**src/rtl/nmr_echo_capture.sv**
```systemverilog
// Acquisition gate behind the NMR pulse sequencer: opens a capture window at every blanking
// release, boxcar-decimates ADC samples and streams tagged sums through a FIFO to AXI-Stream.
module nmr_echo_capture #(
   parameter int FIFO_DEPTH = 16
) (
   input  logic        clk,
   input  logic        rst,
   input  logic        arm,
   input  logic        disarm,
   input  logic        sync_in,
   input  logic        blank_in,
   input  logic [15:0] adc_data,
   input  logic        adc_valid,
   input  logic [15:0] win_len_in,
   input  logic [7:0]  decim_in,
   output logic [31:0] m_tdata,
   output logic        m_tvalid,
   input  logic        m_tready,
   output logic        m_tlast,
   output logic        busy,
   output logic        overflow,
   output logic [15:0] win_count,
   output logic [1:0]  dbg_state
);

   localparam int          AW     = $clog2(FIFO_DEPTH);
   localparam logic [AW:0] C_FULL = (AW+1)'(FIFO_DEPTH);

   typedef enum logic [1:0] {
      S_IDLE       = 2'd0,
      S_ARMED      = 2'd1,
      S_WAIT_BLANK = 2'd2,
      S_CAPTURE    = 2'd3
   } state_t;

   state_t      r_state, w_state_next;
   logic        r_sync_q, r_blank_q;
   logic        w_sync_rise, w_blank_fall;
   logic [7:0]  r_decim;
   logic [15:0] r_win_last;
   logic [6:0]  r_echo;
   logic [23:0] r_acc;
   logic [7:0]  r_samp_cnt;
   logic [15:0] r_beat_cnt;
   logic [15:0] r_win_count;
   logic        r_overflow;
   logic [23:0] w_acc_sum;
   logic        w_group_done, w_last_beat, w_has_data;
   logic        w_do_arm, w_shot_start, w_win_open, w_trunc, w_sample;
   logic        w_beat, w_emit_trunc, w_win_end;
   logic        r_bp_valid;
   logic [32:0] r_bp_data;
   logic [32:0] r_mem [0:FIFO_DEPTH-1];
   logic [AW-1:0] r_wr_ptr, r_rd_ptr;
   logic [AW:0] r_count;
   logic        r_valid;
   logic        w_pop, w_full, w_push, w_drop;

   assign w_sync_rise  = sync_in & ~r_sync_q;
   assign w_blank_fall = r_blank_q & ~blank_in;
   assign w_acc_sum    = r_acc + {{8{adc_data[15]}}, adc_data};
   assign w_group_done = (r_samp_cnt == r_decim);
   assign w_last_beat  = (r_beat_cnt == r_win_last);
   assign w_has_data   = (r_beat_cnt != 16'd0) || (r_samp_cnt != 8'd0);

   always_ff @(posedge clk) begin
      if (rst) begin
         r_state   <= S_IDLE;
         r_sync_q  <= 1'b0;
         r_blank_q <= 1'b0;
      end else begin
         r_state   <= w_state_next;
         r_sync_q  <= sync_in;
         r_blank_q <= blank_in;
      end
   end

   always_comb begin
      w_state_next = r_state;
      if (disarm) begin
         w_state_next = S_IDLE;
      end else begin
         case (r_state)
            S_IDLE:       if (arm) w_state_next = S_ARMED;
            S_ARMED:      if (w_sync_rise) w_state_next = S_WAIT_BLANK;
            S_WAIT_BLANK: if (w_blank_fall) w_state_next = S_CAPTURE;
            S_CAPTURE: begin
               // An early blank means the next pulse arrived: the window closes at once.
               if (blank_in)
                  w_state_next = S_WAIT_BLANK;
               else if (adc_valid && w_group_done && w_last_beat)
                  w_state_next = S_WAIT_BLANK;
            end
            default:      w_state_next = S_IDLE;
         endcase
      end
   end

   always_comb begin
      busy         = (r_state != S_IDLE);
      dbg_state    = r_state;
      w_do_arm     = 1'b0;
      w_shot_start = 1'b0;
      w_win_open   = 1'b0;
      w_trunc      = 1'b0;
      w_sample     = 1'b0;
      if (!disarm) begin
         case (r_state)
            S_IDLE:       w_do_arm = arm;
            S_ARMED:      w_shot_start = w_sync_rise;
            S_WAIT_BLANK: begin
               w_shot_start = w_sync_rise;
               w_win_open   = w_blank_fall;
            end
            S_CAPTURE: begin
               w_trunc  = blank_in;
               w_sample = ~blank_in & adc_valid;
            end
            default: ;
         endcase
      end
      w_beat       = w_sample & w_group_done;
      w_emit_trunc = w_trunc & w_has_data;
      w_win_end    = (w_beat & w_last_beat) | w_trunc;
   end

   // Completed beats sit in r_bp_* for one cycle before the FIFO write.
   always_ff @(posedge clk) begin
      if (rst) begin
         r_decim     <= 8'd0;
         r_win_last  <= 16'd0;
         r_echo      <= 7'd0;
         r_acc       <= 24'd0;
         r_samp_cnt  <= 8'd0;
         r_beat_cnt  <= 16'd0;
         r_win_count <= 16'd0;
         r_bp_valid  <= 1'b0;
         r_bp_data   <= 33'd0;
      end else begin
         if (w_do_arm) begin
            r_decim     <= decim_in;
            r_win_last  <= (win_len_in == 16'd0) ? 16'd0 : win_len_in - 16'd1;
            r_win_count <= 16'd0;
         end
         if (w_shot_start)
            r_echo <= 7'd0;
         if (w_win_open) begin
            r_acc      <= 24'd0;
            r_samp_cnt <= 8'd0;
            r_beat_cnt <= 16'd0;
         end
         if (w_sample) begin
            if (w_group_done) begin
               r_acc      <= 24'd0;
               r_samp_cnt <= 8'd0;
               r_beat_cnt <= r_beat_cnt + 16'd1;
            end else begin
               r_acc      <= w_acc_sum;
               r_samp_cnt <= r_samp_cnt + 8'd1;
            end
         end
         if (w_win_end) begin
            r_echo <= r_echo + 7'd1;
            if (r_win_count != 16'hFFFF)
               r_win_count <= r_win_count + 16'd1;
         end
         r_bp_valid <= w_beat | w_emit_trunc;
         if (w_emit_trunc)
            r_bp_data <= {1'b1, 1'b1, r_echo, r_acc};
         else
            r_bp_data <= {w_last_beat, 1'b0, r_echo, w_acc_sum};
      end
   end

   // m_tvalid/m_tready: a beat transfers on a clk edge where both are high; once m_tvalid is
   // high it stays high with m_tdata/m_tlast unchanged until that transfer happens.
   assign w_pop  = r_valid & m_tready;
   assign w_full = (r_count == C_FULL);
   assign w_push = r_bp_valid & (~w_full | w_pop);
   assign w_drop = r_bp_valid & w_full & ~w_pop;

   always_ff @(posedge clk) begin
      if (!rst && w_push)
         r_mem[r_wr_ptr] <= r_bp_data;
   end

   always_ff @(posedge clk) begin
      if (rst) begin
         r_wr_ptr   <= '0;
         r_rd_ptr   <= '0;
         r_count    <= '0;
         r_valid    <= 1'b0;
         r_overflow <= 1'b0;
      end else begin
         if (w_push)
            r_wr_ptr <= r_wr_ptr + AW'(1);
         if (w_pop)
            r_rd_ptr <= r_rd_ptr + AW'(1);
         case ({w_push, w_pop})
            2'b10:   r_count <= r_count + (AW+1)'(1);
            2'b01:   r_count <= r_count - (AW+1)'(1);
            default: ;
         endcase
         // Entries written this cycle become visible one cycle later.
         r_valid <= ((r_count - (AW+1)'(w_pop)) != '0);
         if (w_drop)
            r_overflow <= 1'b1;
         else if (w_do_arm)
            r_overflow <= 1'b0;
      end
   end

   assign m_tvalid  = r_valid;
   assign m_tdata   = r_valid ? r_mem[r_rd_ptr][31:0] : 32'd0;
   assign m_tlast   = r_valid ? r_mem[r_rd_ptr][32] : 1'b0;
   assign overflow  = r_overflow;
   assign win_count = r_win_count;

endmodule
```
**config.mk**
```make
export PLATFORM = sky130hd
export DESIGN_NAME = nmr_echo_capture
export DESIGN_NICKNAME = d
export VERILOG_FILES = /design/src/rtl/nmr_echo_capture.sv
export SDC_FILE = /design/constraint.sdc
export NUM_CORES = 1
export LEC_CHECK = 0
export ABC_AREA = 0
export CORE_MARGIN = 10
export CORE_UTILIZATION = 39
export DETAILED_ROUTE_END_ITERATION = 6
export GPL_TIMING_DRIVEN = 0
export HOLD_SLACK_MARGIN = 0.15
export PLACE_DENSITY = 0.58
export SYNTH_ARGS = -nofsm -noshare
export SYNTH_HDL_FRONTEND = slang
export SYNTH_SLANG_ARGS = --single-unit
```
**constraint.sdc**
```tcl
create_clock -name clk -period 8 [get_ports clk]
set_input_delay 2.4 -clock clk [delete_from_list [all_inputs] [get_ports clk]]
set_output_delay 2.4 -clock clk [all_outputs]
set_load 0.005 [all_outputs]
```
==> results of run 1 <==
-- layout by cell type (no fill, tap or decap), drive strengths merged, types with 12 or more instances in the layout --
cell           instances
a211oi                12
a21o                  14
a21oi                 80
a22oi                 25
a31oi                 17
and2                  46
and3                  22
buf                   43
clkbuf               177
clkdlybuf4s50        101
clkinv                21
dfxtp                152
edfxtp               528
ha                    45
inv                   26
mux4                 165
nand2                107
nand3                 49
nand3b                14
nand4                 17
nor2                 123
nor2b                 14
nor3                  17
nor4                  16
o211ai                20
o21ai                 55
or3                   21
xnor2                 42
xor2                  18
-- worst min path at each step --
stage,startpoint,to,slack (ns),cells past startpoint
detailed placement,r_decim[6],r_decim[6],0.46,2
global placement,r_decim[2],r_decim[2],0.47,2
floorplan,r_acc[15],r_bp_data[15],0.45,2
CTS,r_decim[6],r_decim[6],0.47,2
finish,r_decim[6],r_decim[6],0.47,2
global route,r_decim[6],r_decim[6],0.50,2
-- synthesized netlist by cell type, drive strengths merged, types with 17 or more instances --
cell type  number  area, sq um
buf            25          116
mux4          165         3720
or3            21          131
dfxtp         152         3040
ha             45          563
a21oi          80          404
nor2          123          462
xnor2          42          368
inv            26         97.6
nand4          17          113
nand3          49          245
a31oi          17          106
and2           46          288
nand2         107          402
and3           22          138
clkbuf         75          283
o211ai         20          150
nor3           17         96.4
edfxtp        528        15900
xor2           18          158
o21ai          55          275
a22oi          25          188
-- state kept, by name, indices dropped and copies added, names as in the netlist, 2 cells and up, named ones only --
| register | count |
|---|---|
| r_count | 5 |
| r_win_last | 16 |
| r_decim | 8 |
| r_mem | 528 |
| r_echo | 7 |
| r_beat_cnt | 16 |
| dbg_state | 2 |
| r_acc | 24 |
| r_samp_cnt | 8 |
| r_rd_ptr | 4 |
| win_count | 16 |
| r_bp_data | 33 |
| r_wr_ptr | 4 |
-- critical path: stages (launching register included) --
cell,delay (ns)
dfxtp_1,0.30
clkbuf_1,0.32
clkbuf_1,0.53
buf_1,0.82
mux4_2,0.43
mux4_2,0.52
and2_1,0.18
clkdlybuf4s50_1,0.44
-- where the power goes --
part / total [mW] / internal, mW / switching, mW
Clock: 3.35 / 1.99 / 1.36
Combinational: 0.169 / 0.0661 / 0.103
Sequential: 3.84 / 3.81 / 0.0363
-- layer usage --
layer	vias up	GRT usage, %	wire length, um
met5	-	0	12
met4	2	5.12	1830
met3	124	3.82	4450
met2	526	29.8	37500
met1	8768	21.8	31000
li1	7614	-	-
-- per-stage QoR --
stage          setup TNS (ns)  setup WS, ns  hold slack [ns]  std cells  total power, mW
2_1_floorplan               0          2.93            0.448       1829             3.99
3_3_place_gp           -72.33        -0.364            0.465       2889             4.08
3_5_place_dp                0          1.95            0.462       2907             4.09
4_1_cts                     0          1.38            0.470       3039             7.42
5_1_grt                     0          1.23            0.503       3039             7.58
6_report                    0          1.45            0.468       3039             7.36
-- cell type report --
| cell class | count | area (sq um) | share of cell area, % |
|---|---|---|---|
| sequential | 680 | 18900 | 56.3 |
| clock buffer | 102 | 2010 | 5.99 |
| buffer | 100 | 399 | 1.19 |
| inverter | 26 | 97.6 | 0.291 |
| timing repair buffer | 119 | 1380 | 4.11 |
| clock inverter | 30 | 374 | 1.12 |
| multi-input combinational | 1023 | 9190 | 27.4 |
| tap | 959 | 1200 | 3.58 |
-- cell families after synthesis --
| family | synth area share [%] |
|---|---|
| flops | 66.4 |
| simple gates | 8.37 |
| compound gates | 6.30 |
| mux | 13.2 |
| buf+inv | 1.74 |
| xor+xnor | 1.85 |
| fa+ha+maj | 2.12 |
==> reports/results.txt, run 1 <==
CP endpoint kind: output pin
Crit share post-route: 81.9%
Ports: 102
Max-cap violation count: 0
Tot GR Track Use: 17.4%
H-tree lvl count: 3
FMAX: 153 MHz
Yosys cell types: 72
Worst R2R Setup Slack: 4.40 ns
Filler Cell Count: 6,276
Die height: 290 um
First DRT Iteration DRCs: 1,531
Status: completed
Via/cell ratio: 5.61
Share of layout cells above drive strength 1: 15.9%
Root Driver: clkbuf_16
Synthesis-to-finish area growth: 17.8%
CTS tree: yes
Placed cell area: 31,200 sq um
Post-DR wirelength/cell: 24.6 um
Mapped Avg Cell Area: 15.6 sq um
Post-CTS setup buffer count: 0
Antenna diodes: 0
Cells after synthesis: 1,829
Cell Rows: 99
Die ar.: 84,200 sq um
First-pass GRT wire length: 112,000 um
# nets final: 2,118
Remaining DRCs: 0
Post-synth ARST share: 0%
PortBufs: 101
Post-cts resize count: 0
Critical path required time: 5.60 ns
First-pass detailed-route iteration total: 5
Critical R2R Capture: r_count[4]
Worst Clk Skew: 0.0240 ns
VDD IR max: 0.123 mV
Reg2reg start: m_tvalid
CP max FO: 10
Slew HR: 20.0%
Power Dens Cells: 219 nW/um^2
Reg clk slew, reported paths: 0.05 ns
Initial Utilization: 39.2%
Setup violations, final: 0
Max clock buf depth: 3
Core area: 72,700 sq um
Sequential area share after synthesis: 66.4%
Initial antenna violation count: 4
Hold Vio Cnt, Final: 0
CTS sink count: 680
Hold Path Class: flop to flop
Leak: 11.0 nW
Post-synth net total: 1,924
Chip Width: 290 um
Gpl congestion: 0.835
EDFF count, synth: 528
CTS Buf Count: 73
Grt ovf: 0
Worst Setup EP: m_tdata[30]
Pin slew with the least headroom to its limit: 1.20 ns
Dpl hpwl: 49,900 um
Min Tclk post-route: 6.55 ns
Unrepaired setup endpoints after global routing: false
Crit Path Class: flop to output pin
Prevailing post-synth register cell: edfxtp_1
Via count: 17,000
CP Launch Type: flop
Critical Path AT: 4.15 ns
Final wirelength: 74,800 um
Cell Area, Synth: 28,500 sq um
Pins over their slew limit: 0
Largest net degree at the start of global routing: 21
R2R depth: 12
YS warnings: 0
Post-route cell area: 33,500 sq um
Fin util: 46.1%
Worst-Skew Late Latency: 0.61 ns
Hold buffers post-CTS: 0
FF+latch count, synth: 680
Number of global-route vias before repair: 17,700
Routed Antenna Nets: 0
Note: power is estimated with default switching activity, not from simulation.
==> run 2: changes to the inputs <==
==> constraint.sdc (replaced) <==
create_clock -name clk -period 6.4 [get_ports clk]
set_input_delay 1.92 -clock clk [delete_from_list [all_inputs] [get_ports clk]]
set_output_delay 1.92 -clock clk [all_outputs]
set_load 0.005 [all_outputs]
==> results of run 2 <==
The final DEF is identical to that of run 1. Status: completed.
Among the figures that moved: setup slack after placement 1.95 ns -> 0.833 ns; setup slack after layout 1.45 ns -> 0.332 ns; register-to-register setup slack 4.40 ns -> 2.80 ns; total power 7.36 mW -> 9.21 mW; worst IR drop on VDD 0.123 mV -> 0.153 mV
==> run 3: changes to the inputs <==
--- a/config.mk
+++ b/config.mk
@@ -9,9 +9,11 @@
 export CORE_MARGIN = 10
 export CORE_UTILIZATION = 39
 export DETAILED_ROUTE_END_ITERATION = 6
+export GPL_ROUTABILITY_DRIVEN = 0
 export GPL_TIMING_DRIVEN = 0
 export HOLD_SLACK_MARGIN = 0.15
 export PLACE_DENSITY = 0.58
+export REMOVE_ABC_BUFFERS = 1
 export SYNTH_ARGS = -nofsm -noshare
 export SYNTH_HDL_FRONTEND = slang
 export SYNTH_SLANG_ARGS = --single-unit
==> constraint.sdc (replaced) <==
create_clock -name clk -period 6.4 [get_ports clk]
set_input_delay 1.92 -clock clk [delete_from_list [all_inputs] [get_ports clk]]
set_output_delay 1.92 -clock clk [all_outputs]
set_load 0.02 [all_outputs]
==> run 3 against run 2 <==
Compared with the run above:
- clock skew grew 0.011 ns
- count of clock-buffer cells in the layout shrank 1
- via count shrank 2.3%
- flip-flop and latch count is the same
- worst setup slack gained 0.21 ns
- cell area is essentially flat
- largest cell class unchanged
- highest routed layer unchanged
==> reports/results.txt, run 3 (synthesis results as in run 1) <==
CP max stage cell: dfxtp_4
Leak: 11.0 nW
Largest regs: r_mem x528, r_bp_data x33, r_acc x24
Number of global-route vias before repair: 17,000 (-4.1%)
Most common cell after layout, fill and taps aside: edfxtp_1
Placed cell area: 31,200 sq um (about the same)
Slew HR: 11.5% (-8.6 points)
Remaining DRCs: 0 (unchanged)
Post-cts resize count: 0 (unchanged)
Worst R2R Setup Slack: 2.87 ns
Worst hold path depth: 2 (unchanged)
Initial Utilization: 39.2% (unchanged)
Synthesis-to-finish area growth: 17.8% (about the same)
First DRT Iteration DRCs: 1,495 (-2.4%)
Reg clk slew, reported paths: 0.06 ns (about the same)
Via count: 16,600 (-2.3%)
Largest net degree at the start of global routing: 125 (+500%)
CP endpoint kind: output pin
Cells along the critical path: buf_16, buf_12, mux4_2, mux4_2, and2_1, clkdlybuf4s50_1
Crit Path Class: flop to output pin
Most frequent CP cell: mux4_2
Power Dens Cells: 273 nW/um^2
Core area: 72,700 sq um (unchanged)
Die height: 290 um (unchanged)
Unrepaired setup endpoints after global routing: false
First-pass detailed-route iteration total: 5 (unchanged)
Post-DR wirelength/cell: 23.1 um (-6.1%)
Status: completed
Routed Antenna Nets: 0 (unchanged)
Largest stage delay on the critical path: 0.85 ns (+0.03 ns)
# nets final: 2,032 (-4.1%)
First-pass GRT wire length: 104,000 um (-7.0%)
Place WS: 0.762 ns
Share of layout cells above drive strength 1: 17.1% (+1.2 points)
PortBufs: 101 (unchanged)
Pins over their slew limit: 0 (unchanged)
Initial antenna violation count: 7 (+3)
Biggest register: r_mem
Root Driver: clkbuf_16
Worst-Skew Late Latency: 0.61 ns (about the same)
Post-CTS setup buffer count: 0 (unchanged)
Dpl hpwl: 41,700 um (-16%)
Setup violations, final: 0 (unchanged)
Hold Path Class: flop to flop
CP max FO: 39 (+29)
HP Start: r_decim[0]
Reg2reg start: m_tvalid
FMAX: 171 MHz
Max clock buf depth: 3 (unchanged)
VDD IR max: 0.164 mV
Hold buffers post-CTS: 0 (unchanged)
Post-route cell area: 33,500 sq um (about the same)
Filler Cell Count: 6,187 (-1.4%)
Hold endpoint: r_decim[0]
Final wirelength: 68,200 um (-8.8%)
Cell Rows: 99 (unchanged)
CTS tree: yes
Min Tclk post-route: 5.86 ns
Critical path required time: 4.48 ns
Tot GR Track Use: 16.0% (-1.4 points)
Chip Width: 290 um (unchanged)
R2R depth: 6 (-6)
Critical R2R Capture: r_mem[15][22]
Pin slew with the least headroom to its limit: 1.33 ns (+0.129 ns)
Worst Clk Skew: 0.0353 ns (+0.0112 ns)
Minimum hold slack: 0.469 ns (+0.00132 ns)
Number of flip-flops under the largest register name: 528 (unchanged)
CP Launch Type: flop
Crit share post-route: 91.6%
Critical Path AT: 3.94 ns (-0.21 ns)
Hold Vio Cnt, Final: 0 (unchanged)
Antenna diodes: 0 (unchanged)
Final worst setup slack: 0.538 ns
Most frequent cells in the layout: edfxtp_1, mux4_2, dfxtp_1, nand2_1, nor2_1
Die ar.: 84,200 sq um (unchanged)
Grt ovf: 0 (unchanged)
H-tree lvl count: 3 (unchanged)
Ports: 102 (unchanged)
CTS Buf Count: 72 (-1.4%)
Via/cell ratio: 5.64 (+0.58%)
Max-cap violation count: 0 (unchanged)
CTS sink count: 680 (unchanged)
-- run 3: routing by layer --
metal	vias up	part of all wire (%)	GRT usage (%)
li1	7431	-	-
met1	8580	44	22.2
met2	490	46	24.6
met3	128	6.7	3.85
met4	14	2.5	4.61
met5	-	0.13	0
-- run 3: where the power goes --
group | switching [mW] | internal [mW] | total (mW) | leakage, nW
combinational | 0.118 | 0.0822 | 0.200 | 3.44
clock | 1.70 | 2.44 | 4.15 | 1.14
sequential | 0.0438 | 4.76 | 4.80 | 6.39
-- run 3: per-stage QoR --
stage	power [mW]	util, %	TNS, ns	instances
after floorplan	4.98	-	-76.38	1729
after global routing	9.44	46.1	0	2952
after global placement	5.08	41.6	-2985.81	2789
after detailed placement	5.09	42.9	0	2821
after CTS	9.23	46.1	0	2951
final	9.15	46.1	0	2952
-- run 3: worst max path at each step --
stage	startpoint	to	slack (ns)	cells past startpoint
final	flop	m_tdata[18]	0.54	6
after global placement	rst	r_mem[12][27]	-6.12	4
after floorplan	flop	m_tdata[0]	-2.31	3
after detailed placement	rst	r_mem[8][12]	0.76	6
after global routing	flop	m_tdata[2]	0.26	6
after CTS	flop	m_tdata[20]	0.38	6
-- run 3: worst max-delay path: cells and delay by family (launching register included) --
family / cells / cell delay, ns
buffers and inverters: 3 / 1.16
DFF: 1 / 0.85
muxes: 2 / 1.06
and+or+nand+nor: 1 / 0.18
-- run 3: cell type report --
class	count	area, sq um	share of cell area [%]
multi-input combinational	1023	9200	27.4
clock buffer	101	2000	5.97
sequential	680	18900	56.4
tap	959	1200	3.58
inverter	26	97.6	0.291
clock inverter	29	358	1.07
timing repair buffer	134	1780	5.29
